### src/rtl/mwc_timeout.sv
// RUN-cycle counter for the write checker; o_expired flags the last allowed
// cycle (count == TIMEOUT-1) so the verdict lands exactly TIMEOUT cycles in.
module mwc_timeout #(
  parameter int TIMEOUT = 4096
) (
  input  logic clk,
  input  logic reset,
  input  logic i_clear,
  input  logic i_enable,
  output logic o_expired
);

  localparam int CW = $clog2(TIMEOUT);

  logic [CW-1:0] r_cnt;

  assign o_expired = (r_cnt == CW'(TIMEOUT - 1));

  always_ff @(posedge clk) begin
    if (reset || i_clear) begin
      r_cnt <= '0;
    end else if (i_enable && !o_expired) begin
      r_cnt <= r_cnt + 1'b1;
    end
  end

endmodule

### config.mk
export PLATFORM = sky130hd
export DESIGN_NAME = mwc_timeout
export DESIGN_NICKNAME = d
export VERILOG_FILES = /design/src/rtl/mwc_timeout.sv
export SDC_FILE = /design/constraint.sdc
export NUM_CORES = 1
export LEC_CHECK = 0
export CORE_AREA = 2 2 39 41
export CTS_CLUSTER_DIAMETER = 100
export DETAILED_ROUTE_END_ITERATION = 16
export DIE_AREA = 0 0 41 43
export PLACE_DENSITY = 0.78
export SYNTH_ARGS = -nofsm -noshare
export SYNTH_HDL_FRONTEND = slang
export SYNTH_SLANG_ARGS = --single-unit
### constraint.sdc
create_clock -name clk -period 1.9 [get_ports clk]
set_input_delay 0.475 -clock clk [delete_from_list [all_inputs] [get_ports clk]]
set_output_delay 0.475 -clock clk [all_outputs]
set_load 0.02 [all_outputs]
# Word level (Yosys, flattened, before mapping)
# Cells that the tools add are included.
[totals]
ff_bits = 12
in_bits = 4
memories = 0
rom_bits = 0
latch_bits = 0
output_inout_bits = 1
word_cells = 6
mem_bits_rw = 0
[op_classes]
n_addsub = 1
magnitude_cmp = 0
eq_ne = 1
mux = 0
n_reduce_logical = 3
bitwise = 0
div = 0
n_mul = 0
n_shift = 0
[ops]
columns = ["op", "count"]
rows = [
  ["$add 12x1->12 const B", 1],
  ["$eq 12x12->1 const B", 1],
  ["$logic_and 1x1->1", 1],
  ["$logic_not 1->1", 1],
  ["$logic_or 1x1->1", 1],
]

# Logic depth before layout (Yosys ltp)
[depth]
word_depth = 3
mapped_depth = 6
depth_no_buf = 5

# Worst setup path after synthesis
# OpenSTA, ideal clock, no wires.
[synth_timing]
path_type = "reg-to-reg"
startpoint = "reg r_cnt[0]"
endpoint = "reg r_cnt[9]"
slack_ps = 244
stages_incl_launch_ff = 7
setup_ps = 70
arrival_ps = 1586
n_path_buf = 1
required_ps = 1830
synth_period_minus_slack_ps = 1656
cell_sequence = "dfxtp_1 > ha_1 > and4_4 > and3_4 > buf_6 > or4_1 > a21oi_1"
[synth_between]
elab_chain_cells = 3
elab_cells_between_ends = 4
cone_classes = "add/sub (1); eq/ne (1); reduce/logical (2)"
[synth_rtl]
columns = ["item", "line", "text"]
rows = [
  ["start, declared", "15", "logic [CW-1:0] r_cnt;"],
  ["start signal, assigned", "23", "r_cnt <= r_cnt + 1'b1;"],
  ["branches (longest 3 deep; another with $add 12x1->12)", "--", ""],
]
# Several ways; the timed one is not identified.
# A chain may end at the register's enable or synchronous reset.

# Worst setup path in the final report
[layout_timing]
startpoint = "reg r_cnt[0]"
endpoint = "out o_expired"
[layout_between]
elab_chain_cells = 1
[layout_rtl]
columns = ["item", "line", "text"]
rows = [
  ["$eq 12x12->1", "17", "assign o_expired = (r_cnt == CW'(TIMEOUT - 1));"],
  ["end, declared", "10", "output logic o_expired"],
]
# No other way between the ends.

==> results.md <==
- Status: complete, no violations
- Post-CTS Setup Bufs: 0
- Clk_skew: 0.001819 ns
- Synth area leader: dfxtp_1
- Max incr delay on CP: 0.33 ns
- Peak supply drop: 0.3004 mV
- RePlAce Congestion: 0.7820
- Reg2Reg Launch Point: r_cnt[0]
- Setup-failing EPs final: 0
- TritonCTS Sinks: 12
- Post-synth top cells: dfxtp_1, a21oi_1, nand3_1
- Post-DR wirelength/cell: 11.55 um
- Hold WC Path Type: reg2reg
- Sequential-to-total area share from yosys stat: 38.87%
- CTS tree: built
- First-pass GRT wire length: 2208 um
- Seq pwr share: 59.5%
- Number of warning messages in the yosys log: 0
- Prevailing post-synth register cell: dfxtp_1
- Utilization after layout: 59.49%
- Gate Count Post-Synth: 73
- Final hold vios: 0
- Buf/Inv on CP: 2
- Clock Power Share: 34.3%
- Multi-input gate area: 346.6 sq um
- # diodes: 0
- Hold depth: 1
- Crit Reg-Reg Endpoint: r_cnt[10]
- Area grow syn2layout: 33.20%
- Die area: 1763 sq um
- Final min period: 1.801 ns
- Worst setup SP type: flip-flop
- Tcrit/Tclk final: 94.80%
- Gr ovfl total: 0
- Fin. max-slew vios: 0
- DRC: 0
- Syn Area/Cell: 8.467 sq um
- Count of input and output buffers: 4
- Area contributors post-synth: dfxtp_1, a21oi_1, and3_4
- Async S/R FF share, synth: 0%
- Max cap viols: 0
- Ports: 5
- DP HPWL: 1060 um
- Leak Pwr: 0.3506 nW
- Adder-cell share of the synthesized area: 2.024%
- Initial DRC count: 4
- Worst Path Max Fanout: 2
- Synth top area share: 38.87%
- Mapped Area: 618.1 sq um
- Die Height: 43 um
- Hold Crit Start: r_cnt[4]
- Fillcell total: 143
- Non-filler cells in the finished layout: 112
- Main combinational cell family by area after synthesis: simple AND/OR/NAND/NOR gates
- Remaining antenna violation count after routing: 0
- Post-synthesis simple-gate area fraction: 31.98%
- FMAX: 555.2 MHz
- CTS Root Cell: clkbuf_4
- Cell internal pwr: 0.3414 mW
- Final net count: 103
- Slowest cell on the critical path: dfxtp_2
- P_sw: 0.08507 mW
- R2R depth: 6
- Slew margin rel.: 82.21%
- Layout cells sized above 1: 31.25%
- Total wire length: 1294 um
- Post-synth net total: 78
- Fraction of synthesized area in multiplexers: 0%
- Post-DR vias/cell: 5.527
- Largest Register: r_cnt
- Post-synthesis xor/xnor area fraction: 1.417%
- Setup TNS: 0 ns
- GRT Overall Usage: 18.50%
- Critical-path cell list: ha_2, and4_4, nand4_1, inv_1, buf_4
- Largest registers: r_cnt (12)
- Count leader, synth: dfxtp_1
- Placed cell count: 109
- Top delay family on crit path: simple AND/OR/NAND/NOR gates
- Crit Path Class: reg2out
- Number of synthesized register bits: 12
- CP endpoint kind: output pin
- Worst setup path startpoint: r_cnt[0]
- Largest net degree at the start of global routing: 10
- Pwr/cell area: 518.0 nW/um^2
- Initial core utilization: 44.67%
- Slew @ Worst Pin: 0.2634 ns
- R2R Setup Slk: 0.15 ns
- Core area: 1384 sq um
- Comb pwr share: 6.1%
- Clock Pin Slew Worst Setup and Hold Paths: 0.07 ns
- Die width: 41 um
- Sw frac: 19.95%
- Sequential cell area: 242.7 sq um
- Hold buffers post-CTS: 0
- Clk buf depth: 2
- EDFF count, synth: 0
- Compound-gate portion of the synthesized area: 20.24%
- Synth cell types: 26
- FP Rows: 14
- Vias in the first global route: 555
- Hold endpoint: r_cnt[4]
- Pre-antenna DRT Iters: 4
- Total Power: 0.4265 mW
- RSZ-0062 raised after global routing: no
- H-Tree Depth: 1
- WP data required: 1.42 ns
- Clk_lat worst skew: 0.26 ns
- Vias: 619
- CTS buffer count: 3
- Initial antenna violation count: 0
- Max reg flops: 12
- Worst EP arrival: 1.33 ns
- Worst hold margin: 0.4894 ns
## power groups by stage
stage	sequential (mW)	clock, mW	combinational [mW]
after detailed placement	0.259	0	0.0261
after global placement	0.259	0	0.0259
after global routing	0.254	0.174	0.0288
final	0.254	0.146	0.0261
after CTS	0.253	0.155	0.0262
after floorplan	0.260	0	0.00955
## placed cells by master, fill, tap and decap left out, drive strengths merged
master	instances
a211oi	2
a21oi	7
a31oi	1
a41o	1
and2	1
and3	5
and4	1
buf	19
clkbuf	3
clkdlybuf4s50	3
dfxtp	12
ha	1
inv	5
nand2	5
nand3	6
nand4	1
nor2	5
nor3	1
o211a	2
o21ai	3
o31ai	2
o41ai	1
or2	1
or3	3
or4	4
xor2	1
## timing repair
action / in CTS / in global routing
pin swaps: 0 / 0
resized for setup: 4 / 4
endpoints found under the setup margin: 1 / 1
## routing by layer
metal  vias to the layer above  share of wire (%)  GRT usage, %
met4                         0                2.7         10.00
met2                         4                 52         30.63
met5                         -                  0             0
met1                       288                 44         21.05
li1                        323                  -             -
met3                         4                1.4         3.141
## through the flow
| step | instance area (sq um) | setup WS [ns] |
|---|---|---|
| after floorplan | 618.1 | 0.2443 |
| after global placement | 798.3 | -0.08123 |
| after detailed placement | 798.3 | -0.1092 |
| after CTS | 815.8 | 0.05026 |
| after global routing | 823.3 | 0.01293 |
| final | 823.3 | 0.09879 |
## kinds of logic (layout without fill, tap and decap cells)
group,Yosys count,in the layout
XOR/XNOR,1,1
AND/OR/NAND/NOR,33,33
flip-flops,12,12
buffers and inverters,7,30
AO/OA/AOI/OAI,19,19
adder cells (fa/ha/maj),1,1
## worst max path at each step
stage,endpoint,slack (ns),cells past startpoint
2_1_floorplan,r_cnt[9],0.24,6
3_3_place_gp,o_expired,-0.08,5
3_5_place_dp,r_cnt[10],-0.11,5
4_1_cts,o_expired,0.05,5
5_1_grt,o_expired,0.01,5
6_report,o_expired,0.1,5
## cell type report
| cell class | instances | share of cell area (%) |
|---|---|---|
| Clock buffer | 3 | 2.736 |
| Multi-Input combinational cell | 54 | 42.10 |
| Inverter | 5 | 2.280 |
| Tap cell | 16 | 2.432 |
| Sequential cell | 12 | 29.48 |
| Timing Repair Buffer | 22 | 20.97 |
(Power assumes the default switching activity.)
